### config.mk
export PLATFORM = sky130hd
export DESIGN_NAME = trap_controller
export DESIGN_NICKNAME = d
export VERILOG_FILES = /design/src/rtl/trap_pkg.sv /design/src/rtl/trap_detect.sv /design/src/rtl/trap_controller.sv
export SDC_FILE = /design/constraint.sdc
export NUM_CORES = 1
export LEC_CHECK = 0
export ABC_AREA = 1
export BUFFER_PORTS_ARGS = -buffer_cell sky130_fd_sc_hd__buf_2
export CELL_PAD_IN_SITES_DETAIL_PLACEMENT = 0
export CELL_PAD_IN_SITES_GLOBAL_PLACEMENT = 1
export CORE_MARGIN = 4
export CORE_UTILIZATION = 26
export CTS_CLUSTER_DIAMETER = 60
export CTS_CLUSTER_SIZE = 28
export DETAILED_ROUTE_END_ITERATION = 7
export PLACE_DENSITY = 0.74
export SYNTH_ARGS = -nofsm -noshare
export SYNTH_HDL_FRONTEND = slang
export SYNTH_SLANG_ARGS = --single-unit
### constraint.sdc
create_clock -name clk -period 1.24 [get_ports clk]
set_input_delay 0.186 -clock clk [delete_from_list [all_inputs] [get_ports clk]]
set_output_delay 0.186 -clock clk [all_outputs]
set_load 0.02 [all_outputs]
### src/rtl/trap_pkg.sv
`default_nettype none
// trap_pkg: shared state encoding, cause indices and legal memory-access codes
// for the trap controller. Revision 1.0.
package trap_pkg;

  typedef enum logic [2:0] {
    IDLE    = 3'd0,
    FLUSH   = 3'd1,
    VECTOR  = 3'd2,
    HANDLER = 3'd3,
    RETURN  = 3'd4
  } trap_state_t;

  localparam logic [2:0] SRC_MEMREAD  = 3'd0;
  localparam logic [2:0] SRC_MEMWRITE = 3'd1;
  localparam logic [2:0] SRC_ALU      = 3'd2;
  localparam logic [2:0] SRC_BRANCH   = 3'd3;

  localparam logic [3:0] MEM_CODE_OFF  = 4'b0000;
  localparam logic [3:0] MEM_CODE_ONE  = 4'b0001;
  localparam logic [3:0] MEM_CODE_FULL = 4'b1111;

endpackage
`default_nettype wire

### src/rtl/trap_detect.sv
`default_nettype none
// trap_detect: combinational priority fault detector for the EXE stage.
// Revision 1.0.
module trap_detect
  import trap_pkg::*;
#(
  parameter int              PC_W       = 15,
  parameter int              CODE_W     = 4,
  parameter int              ALU_MAX    = 8,
  parameter logic [PC_W-1:0] ADDR_LIMIT = 15'h2000
) (
  input  logic              exe_valid,
  input  logic [CODE_W-1:0] memread_exe,
  input  logic [CODE_W-1:0] memwrite_exe,
  input  logic [CODE_W-1:0] aluop_exe,
  input  logic [PC_W-1:0]   branch_address,
  output logic              fault,
  output logic [2:0]        src,
  output logic [PC_W-1:0]   info
);

  logic memread_bad;
  logic memwrite_bad;
  logic alu_bad;
  logic branch_bad;

  always_comb begin
    memread_bad  = !((memread_exe == CODE_W'(MEM_CODE_OFF)) ||
                     (memread_exe == CODE_W'(MEM_CODE_ONE)) ||
                     (memread_exe == CODE_W'(MEM_CODE_FULL)));
    memwrite_bad = !((memwrite_exe == CODE_W'(MEM_CODE_OFF)) ||
                     (memwrite_exe == CODE_W'(MEM_CODE_ONE)) ||
                     (memwrite_exe == CODE_W'(MEM_CODE_FULL)));
    alu_bad      = (aluop_exe > CODE_W'(ALU_MAX));
    branch_bad   = (branch_address > ADDR_LIMIT);
  end

  // Lowest source index wins; nothing is reported for a bubble.
  always_comb begin
    fault = 1'b0;
    src   = SRC_MEMREAD;
    info  = '0;
    if (exe_valid) begin
      if (memread_bad) begin
        fault = 1'b1;
        src   = SRC_MEMREAD;
        info  = PC_W'(memread_exe);
      end else if (memwrite_bad) begin
        fault = 1'b1;
        src   = SRC_MEMWRITE;
        info  = PC_W'(memwrite_exe);
      end else if (alu_bad) begin
        fault = 1'b1;
        src   = SRC_ALU;
        info  = PC_W'(aluop_exe);
      end else if (branch_bad) begin
        fault = 1'b1;
        src   = SRC_BRANCH;
        info  = branch_address;
      end
    end
  end

endmodule
`default_nettype wire

### src/rtl/trap_controller.sv
`default_nettype none
// trap_controller: takes EXE-stage traps, flushes the pipe, vectors to the
// handler and returns to SEPC on sret. Revision 1.0.
module trap_controller
  import trap_pkg::*;
#(
  parameter int              PC_W         = 15,
  parameter int              CAUSE_W      = 64,
  parameter int              CODE_W       = 4,
  parameter int              ALU_MAX      = 8,
  parameter logic [PC_W-1:0] ADDR_LIMIT   = 15'h2000,
  parameter logic [PC_W-1:0] TRAP_VECTOR  = 15'h1F00,
  parameter int              FLUSH_CYCLES = 2,
  parameter int              COUNT_W      = 8
) (
  input  logic               clk,
  input  logic               reset,
  input  logic               exe_valid,
  input  logic [PC_W-1:0]    pc,
  input  logic [CODE_W-1:0]  memread_exe,
  input  logic [CODE_W-1:0]  memwrite_exe,
  input  logic [CODE_W-1:0]  aluop_exe,
  input  logic [PC_W-1:0]    branch_address,
  input  logic               sret,
  output logic               exception,
  output logic               flush,
  output logic               redirect_valid,
  output logic [PC_W-1:0]    redirect_pc,
  output logic [PC_W-1:0]    sepc,
  output logic [CAUSE_W-1:0] scause,
  output logic               busy,
  output logic               double_fault,
  output logic [COUNT_W-1:0] trap_count
);

  localparam int CNT_W = (FLUSH_CYCLES > 1) ? $clog2(FLUSH_CYCLES) : 1;
  localparam logic [CNT_W-1:0] CNT_LAST = CNT_W'(FLUSH_CYCLES - 1);

  trap_state_t          state;
  trap_state_t          state_next;
  logic [CNT_W-1:0]     flush_cnt;
  logic [CNT_W-1:0]     flush_cnt_next;
  logic                 take_trap;
  logic                 fault;
  logic [2:0]           src;
  logic [PC_W-1:0]      info;
  logic [CAUSE_W-1:0]   scause_next;

  trap_detect #(
    .PC_W       (PC_W),
    .CODE_W     (CODE_W),
    .ALU_MAX    (ALU_MAX),
    .ADDR_LIMIT (ADDR_LIMIT)
  ) u_detect (
    .exe_valid      (exe_valid),
    .memread_exe    (memread_exe),
    .memwrite_exe   (memwrite_exe),
    .aluop_exe      (aluop_exe),
    .branch_address (branch_address),
    .fault          (fault),
    .src            (src),
    .info           (info)
  );

  always_comb begin
    scause_next                    = '0;
    scause_next[CAUSE_W-1 -: 3]    = src;
    scause_next[PC_W-1:0]          = info;
  end

  always_comb begin
    state_next     = state;
    flush_cnt_next = flush_cnt;
    take_trap      = 1'b0;
    case (state)
      IDLE: begin
        if (fault) begin
          take_trap  = 1'b1;
          state_next = FLUSH;
        end
      end
      FLUSH: begin
        // Faults here belong to squashed instructions and are dropped.
        if (flush_cnt == CNT_LAST) begin
          flush_cnt_next = '0;
          state_next     = VECTOR;
        end else begin
          flush_cnt_next = flush_cnt + 1'b1;
        end
      end
      VECTOR:  state_next = HANDLER;
      HANDLER: if (sret) state_next = RETURN;
      RETURN:  state_next = IDLE;
      default: begin
        state_next     = IDLE;
        flush_cnt_next = '0;
      end
    endcase
  end

  always_comb begin
    flush          = (state == FLUSH);
    busy           = (state != IDLE);
    redirect_valid = 1'b0;
    redirect_pc    = '0;
    if (state == VECTOR) begin
      redirect_valid = 1'b1;
      redirect_pc    = TRAP_VECTOR;
    end else if (state == RETURN) begin
      redirect_valid = 1'b1;
      redirect_pc    = sepc;
    end
  end

  always_ff @(posedge clk) begin
    if (reset) begin
      state        <= IDLE;
      flush_cnt    <= '0;
      exception    <= 1'b0;
      sepc         <= '0;
      scause       <= '0;
      double_fault <= 1'b0;
      trap_count   <= '0;
    end else begin
      state     <= state_next;
      flush_cnt <= flush_cnt_next;
      exception <= take_trap;
      if (take_trap) begin
        sepc   <= pc;
        scause <= scause_next;
        if (trap_count != '1) trap_count <= trap_count + 1'b1;
      end
      // A nested fault only flags; the saved trap state stays intact.
      if ((state == HANDLER) && fault) double_fault <= 1'b1;
    end
  end

endmodule
`default_nettype wire

==> results of run 1 <==
[state kept, by name, summed over array words and instances (netlist names)]
signal        flops
sepc             15
exception         1
flush_cnt         1
state             3
scause           17
double_fault      1
trap_count        8
[worst min-delay path: cells and delay by family]
| family | cells | cell delay (ns) |
|---|---|---|
| AO/OA/AOI/OAI | 2 | 0.14 |
| buffers and inverters | 1 | 0.09 |
[synthesized netlist by cell type, drive strengths merged]
| master | n |
|---|---|
| o21a | 1 |
| ha | 1 |
| o311ai | 1 |
| dfxtp | 46 |
| xor2 | 4 |
| nor3 | 5 |
| clkinv | 1 |
| conb | 1 |
| or2 | 2 |
| o21ai | 45 |
| nand2 | 70 |
| a21oi | 28 |
| buf | 54 |
| nand4 | 3 |
| nand3 | 22 |
| inv | 40 |
| nor2 | 41 |
| clkbuf | 5 |
| xnor2 | 1 |
[power breakdown]
group | internal [mW] | leakage (nW) | switching [mW] | total (mW)
sequential | 1.62 | 0.381 | 0.0852 | 1.70
combinational | 0.840 | 1.64 | 1.19 | 2.03
clock | 0.565 | 0.0555 | 0.507 | 1.07
[worst min-delay path by stage]
stage,start,cells past startpoint,slack [ns],end
CTS,pc[10],3,0.14,sepc[10]
floorplan,branch_address[10],2,0.34,scause[10]
finish,pc[10],3,0.15,sepc[10]
global placement,double_fault,1,0.45,double_fault
detailed placement,sepc[6],2,0.46,sepc[6]
global route,branch_address[10],3,0.16,scause[10]
[cells in the final DEF (no fill, tap or decap), types with 2 or more instances in the layout]
master,Yosys,routed
buf_16,0,2
nor3_4,0,2
buf_12,0,3
clkbuf_16,0,3
a21oi_1,28,11
inv_1,37,33
o21ai_1,27,11
nor2_4,0,9
a21oi_2,0,17
nand2_1,66,48
buf_8,0,2
nand4_1,3,3
inv_2,3,7
o21ai_2,0,22
o21ai_4,1,2
nor3_1,5,2
nor2_2,2,4
nand2_4,0,10
o21ai_0,17,10
buf_4,51,54
conb_1,1,47
buf_2,3,90
nor2_1,39,28
xor2_1,4,4
dfxtp_1,46,37
dfxtp_4,0,4
nand2_2,4,13
nand3_4,1,2
buf_6,0,12
nand3_1,20,11
dfxtp_2,0,5
clkbuf_8,0,6
or2_2,2,2
nand3_2,1,9
[routing by layer]
layer | vias to the layer above | wire length [um] | global-route usage, %
li1 | 1411 | - | -
met2 | 100 | 4190 | 22.4
met3 | 15 | 553 | 2.41
met1 | 1315 | 3420 | 16.5
met4 | 0 | 164 | 4.38
met5 | - | 0 | 0
[metrics by stage]
step                setup TNS [ns]  cells  hold slack [ns]
floorplan                    -1.20    417            0.335
global placement             -8.91    635            0.451
detailed placement           -9.88    635            0.459
CTS                          -5.57    649            0.142
global route                -11.45    660            0.155
finish                       -7.51    660            0.152
[area by class of cell]
class | count | area share, %
Timing Repair Buffer | 165 | 28.1
Tap cell | 129 | 3.82
Multi-Input combinational cell | 272 | 39.6
Clock buffer | 7 | 2.55
Sequential cell | 46 | 22.3
Inverter | 41 | 3.64
[kinds of logic after synthesis]
group	after synthesis	synth area share, %
simple gates	143	24.0
xor+xnor	5	1.71
compound gates	75	15.3
other cells	1	0.146
fa+ha+maj	1	0.489
buf+inv	100	22.3
flops	46	36.0
[repair_timing]
item	4_1_cts	5_1_grt
endpoints found under the setup margin	52	62
gates resized for setup	81	69
setup buffers	5	9
pin swaps	20	27
gates cloned	2	3
==> flow_summary.ini, run 1 <==
[setup_path]
rr_endpoint = sepc[14]
worstSetupStartpointType = register
path_cells = nor2_4 -> nand2_4 -> buf_12 -> nor2_1 -> buf_4
worstSetupStartpoint = state[0]
arrival_ns = 1.28
reg2reg_from = state[0]
crit_path_end = redirect_pc[3]
critPathKind = register to output pin
crit_required_ns = 1.05
critical_path.endpoint_type = output pin
slowest_stage = dfxtp_4
cp_slowest_stage_delay_ns = 0.37
crit_family = flip-flops
critical_path_depth = 5
critPathBufInv = 2
regToRegSetupSlack_ns = -0.19
path_max_fanout = 11
rr_worst_depth = 8

[cts]
cts.sinks = 46
clk_pin_slew_worst_paths_ns = 0.08
cts_buffers = 5
root_buffer = clkbuf_8
holdBufCountCts = 0
cts_buffer_depth = 2
h-tree-depth = 2
clk_latency_ns = 0.30
cts_tree = built

[sta]
hold_violations = 0
setup_violations = 59
maxSlewViolCount = 0
finalClockSkew_ns = 0.00395
rsz0062_at_grt = true
period_needed_ns = 1.47
fin_ws_ns = -0.225
max_freq_ghz = 0.683
fin_crit_sh_pct = 118

[global_routing]
track_usage_pct = 13.1
antenna_found_initial = 0
gr-total-overflow = 0
grt_pass1_wl_um = 12100
first_global_vias = 2550
grt_max_degree = 20

[cells_and_area]
final_util_pct = 44.9
nNetsFinal = 578
syn_to_final_growth_pct = 65.0
antenna_cells = 0
multi_input_area_um2 = 1670
fill_cells = 958
layout-drive-gt1-share_pct = 53.3
seq_area_um2 = 942
final_cell_area_um2 = 4220

[run_status]
outcome = finished with violations
violations = setup timing

[place]
gp_congestion = 0.787
io_buffers = 105
dp_slack_ns = -0.249
place.detailed.hpwl_um = 5830
placed_area_um2 = 3400

[logic_synthesis]
synth_cell_type_count = 27
avgSynthCellArea_um2 = 6.90
ys_ff_latch = 46
synth_top_area_cell = dfxtp_1
yosys-top-cells-area = dfxtp_1, buf_4, nand2_1
yosys_warnings = 0
syn_inst = 371
synth_seq_area_share_pct = 36.0
synth_top_area_share_pct = 36.0
syn_area_um2 = 2560

[worst_hold_path]
hp-class = input pin to register

[drt]
ant_nets = 0
dr.first_iter.drc_count = 86
wire_per_inst_um = 12.6
wl_um = 8330
remaining_drc_errors = 0
firstDrtPassIters = 4
vias_per_cell = 4.30
via_count = 2841

[floorplan]
die_h_um = 107
die_w_um = 107
pin_count = 153
start_util_pct = 27.2
core_area_um2 = 9420
rows = 35
dieArea_um2 = 11500

[run]
maxCapViolCount = 0

[power]
power_leakage_nw = 2.08
power_per_cell_area_nw_per_um2 = 1140
max-vdd-ir-drop_mv = 0.478
power_mw = 4.80
No activity file was read; power rests on OpenSTA's default activity.
==> inputs of run 2 (changes only) <==
- CORE_UTILIZATION: 26 -> 31
- PLACE_DENSITY: 0.74 -> 0.83
- clock period: 1.24 -> 1.7 ns (I/O delays scaled with it)
==> run 2 against run 1 <==
Net effect:
- the run now ends clean
- via count decreased by 13%
- sequential share of layout area increased by 6.6 points
- non-clock buffer count decreased by 49
- count of clock-buffer cells in the layout decreased by 2
- clock skew increased by 0.0030 ns
- combinational power decreased by 55%
- utilization decreased by 4.4 points
- clock power decreased by 26%
- final cell count decreased by 12%
- first-iteration DRC count decreased by 23%
- flip-flop and latch count unchanged
- die area decreased by 15%
- highest routed layer unchanged
==> flow_summary.ini, run 2 (synthesis results as in run 1) <==
[cts]
clk_latency_ns = 0.29
cts.sinks = 46
h-tree-depth = 2
cts_buffers = 5
cts_buffer_depth = 2
root_buffer = clkbuf_8
clk_pin_slew_worst_paths_ns = 0.08
cts_tree = built

[cells_and_area]
final_cell_area_um2 = 3190
final_cell_mix = buf_2, nand2_1, conb_1
fill_cells = 868
largest_reg_flops = 17
final_common_cell = buf_2
layout-drive-gt1-share_pct = 29.3
nNetsFinal = 528
top_register = scause
antenna_cells = 0
reg_top3 = scause x17, sepc x15, trap_count x8
syn_to_final_growth_pct = 24.6

[setup_path]
critPathBufInv = 1
reg2reg_from = trap_count[0]
path_max_fanout = 16
cp_slowest_stage_delay_ns = 0.36
crit_family = flip-flops
crit_required_ns = 1.44
worstSetupStartpointType = register
worstSetupStartpoint = state[0]
arrival_ns = 1.35
path_cells = nor2_2 -> nand2_4 -> o21ai_0 -> buf_2
regToRegSetupSlack_ns = 0.19
critPathKind = register to output pin
slowest_stage = dfxtp_1
critical_path.endpoint_type = output pin

[global_routing]
track_usage_pct = 12.9
gr-total-overflow = 0
antenna_found_initial = 0
first_global_vias = 2238
grt_max_degree = 40
grt_pass1_wl_um = 10300

[drt]
remaining_drc_errors = 0
wl_um = 6620
vias_per_cell = 4.26
wire_per_inst_um = 11.3
ant_nets = 0
via_count = 2485
firstDrtPassIters = 4
dr.first_iter.drc_count = 66

[run_status]
outcome = finished clean

[worst_hold_path]
hp-class = input pin to register
min-delay-start = branch_address[11]

[run]
maxCapViolCount = 0

[power]
max-vdd-ir-drop_mv = 0.338
power_mw = 2.93
power_per_cell_area_nw_per_um2 = 917
power_leakage_nw = 1.64

[place]
gp_congestion = 0.849
place.detailed.hpwl_um = 5390
io_buffers = 105
placed_area_um2 = 3060

[sta]
fin_crit_sh_pct = 94.4
maxSlewViolCount = 0
finalClockSkew_ns = 0.00699
hold_violations = 0
setup_violations = 0
tns_ns = 0
max_freq_ghz = 0.623
period_needed_ns = 1.60
rsz0062_at_grt = true

[floorplan]
pin_count = 153
die_h_um = 98.9
rows = 32
dieArea_um2 = 9780
start_util_pct = 32.5
core_area_um2 = 7890
die_w_um = 98.9
-- run 2: cell types whose count changed in the layout (fill, tap and decap cells not counted), sizes merged --
| cell | previous run | this run |
|---|---|---|
| buf | 163 | 116 |
| bufinv | 0 | 1 |
| clkinv | 1 | 3 |
| clkbuf | 9 | 5 |
| nand2 | 71 | 70 |
-- run 2: tightest hold or removal path, stage by stage --
cell,delay (ns)
buf_2,0.10
nand2_1,0.05
o21ai_1,0.06
-- run 2: final cells by class --
class,instances,area (um^2),share of cell area [%]
multi-input combinational,271,1260,39.5
sequential,46,921,28.9
timing repair buffer,116,621,19.5
inverter,41,154,4.82
tap,102,128,4.00
clock buffer,5,68.8,2.16
clock inverter,3,40.0,1.25
-- run 2: worst paths after layout --
| check | endpoint | cells after the start |
|---|---|---|
| max | redirect_pc[8] | 4 |
| min | scause[11] | 3 |
| max reg2reg | trap_count[5] | 8 |
| min reg2reg | sepc[10] | 2 |
-- run 2: power breakdown --
part / switching (mW) / internal [mW]
logic: 0.632 / 0.280
registers: 0.0504 / 1.17
clock network: 0.357 / 0.433
-- run 2: through the flow --
stage | std cells | hold WS, ns | utilization (%) | setup slack, ns
final | 584 | 0.217 | 40.5 | 0.0953
after global routing | 584 | 0.219 | 40.5 | -0.000732
after CTS | 583 | 0.208 | 40.3 | 0.0541
after detailed placement | 575 | 0.457 | 38.8 | 0.0466
after global placement | 575 | 0.452 | 38.8 | 0.0430
after floorplan | 417 | 0.404 | - | 0.135
-- run 2: metal layers --
layer / vias up / track usage, % / routed length (um)
li1: 1309 / - / -
met2: 100 / 21.6 / 3030
met4: 0 / 4.10 / 82
met1: 1070 / 15.6 / 2800
met3: 6 / 4.18 / 703
met5: - / 0 / 0
-- run 2: repair_timing --
item | in CTS | in global routing
hold buffers | 0 | 0
pin swaps | 0 | 1
gates resized for setup | 3 | 4
setup endpoints to repair | 15 | 14
gates cloned | 0 | 0
buffers inserted | 0 | 1
endpoints found under the hold margin | 0 | 0
==> inputs of run 3 (changes only) <==
- CORE_UTILIZATION: 31 -> 29
- PLACE_DENSITY: 0.83 -> 0.78
- clock period: 1.7 -> 1.82 ns (I/O delays scaled with it)
==> run 3 against run 2 <==
Net effect:
- utilization fell by 4.0 points
- sequential power shrank 7%
- critical path depth unchanged
- critical path type unchanged
- critical endpoint is now redirect_pc[10]
- clock power decreased by 18%
- largest cell class unchanged
- die area up 6.3%
- final cell count increased by 0.34%
==> flow_summary.ini, run 3 (synthesis results as in run 1) <==
[cts]
cts_buffer_depth = 2
root_buffer = clkbuf_8
h-tree-depth = 2
clk_pin_slew_worst_paths_ns = 0.09
cts_buffers = 5
cts_tree = built
cts.sinks = 46
holdBufCountCts = 0
clk_latency_ns = 0.30

[drt]
wl_um = 6610
via_count = 2459
dr.first_iter.drc_count = 119
vias_per_cell = 4.20
ant_nets = 0
wire_per_inst_um = 11.3
remaining_drc_errors = 0
firstDrtPassIters = 4

[power]
power_per_cell_area_nw_per_um2 = 835
power_leakage_nw = 1.61
max-vdd-ir-drop_mv = 0.298

[setup_path]
critPathKind = register to output pin
critical_path.endpoint_type = output pin
worstSetupStartpointType = register
crit_required_ns = 1.55
regToRegSetupSlack_ns = 0.24
arrival_ns = 1.39
path_max_fanout = 16

[cells_and_area]
largest_reg_flops = 17
final_common_cell = buf_2
antenna_cells = 0
seq_area_um2 = 921
top_register = scause
final_util_pct = 36.5
nNetsFinal = 524
syn_to_final_growth_pct = 23.0
fill_cells = 971
final_cell_mix = buf_2, nand2_1, conb_1
layout-drive-gt1-share_pct = 28.5
reg_top3 = scause x17, sepc x15, trap_count x8
multi_input_area_um2 = 1250

[floorplan]
core_area_um2 = 8640
die_w_um = 102
start_util_pct = 29.6
pin_count = 153
rows = 34
die_h_um = 102
dieArea_um2 = 10400

[run_status]
outcome = finished clean

[sta]
finalClockSkew_ns = 0.00541
hold_violations = 0
maxSlewViolCount = 0
period_needed_ns = 1.66
setup_violations = 0
max_freq_ghz = 0.602
tns_ns = 0
rsz0062_at_grt = false
fin_crit_sh_pct = 91.3

[global_routing]
gr-total-overflow = 0
first_global_vias = 2219
antenna_found_initial = 0
grt_pass1_wl_um = 10200
track_usage_pct = 12.2
grt_max_degree = 36

[run]
maxCapViolCount = 0

[place]
place.detailed.hpwl_um = 5300
gp_congestion = 0.831
io_buffers = 105

[worst_hold_path]
hp-class = input pin to register
## run 3: changes by cell type in the layout (fill, tap and decap cells not counted), moves of 2 or more
cell,delta
buf_4,-4
nor2_1,+2
o21ai_0,+2
o21ai_1,-2
## run 3: per-layer routing
layer | GRT usage, % | part of all wire (%) | up-vias
met4 | 4.24 | 1.4 | 0
li1 | - | - | 1296
met1 | 14.2 | 42 | 1057
met5 | 0 | 0 | -
met2 | 21.4 | 46 | 100
met3 | 3.55 | 11 | 6
## run 3: path summary, 6_finish.rpt
path,startpoint,end,cells past startpoint
worst min register to register,sepc[10],sepc[10],2
worst max-delay path,state[0],redirect_pc[10],4
worst max register to register,state[2],trap_count[3],7
worst min-delay path,branch_address[10],scause[10],3
## run 3: per-stage QoR
step / std cells / worst slack (ns) / instance area, um^2 / power, mW / hold WS [ns]
after CTS: 585 / 0.0599 / 3130 / 2.68 / 0.214
final: 586 / 0.158 / 3150 / 2.63 / 0.234
after global placement: 577 / 0.0922 / 3030 / 1.99 / 0.450
after floorplan: 417 / 0.255 / 2730 / 1.81 / 0.422
after detailed placement: 577 / 0.0793 / 3030 / 2.00 / 0.456
after global routing: 586 / 0.0144 / 3150 / 2.83 / 0.235
## run 3: repair_timing
action | in CTS | in global routing
setup endpoints to repair | 5 | 9
hold endpoints to repair | 0 | 0
resized for setup | 1 | 2
pin swaps | 0 | 1
buffers inserted | 0 | 1
## run 3: final cells by class
cell class | instances | share of cell area, %
repair buffers | 112 | 18.8
flip-flops and latches | 46 | 29.2
well taps | 108 | 4.29
multi-input cells | 271 | 39.8
clock inverters | 2 | 0.397
inverters | 41 | 4.89
clock buffers | 6 | 2.62
## run 3: critical path, stage by stage, from the launching register on
cell and delay (ns):
dfxtp_1 0.34, nor2_1 0.23, nand2_4 0.16, o21ai_0 0.18, buf_2 0.19
## run 3: where the power goes
part | switching, mW | internal [mW]
registers | 0.0463 | 1.10
clock network | 0.346 | 0.306
logic | 0.587 | 0.250
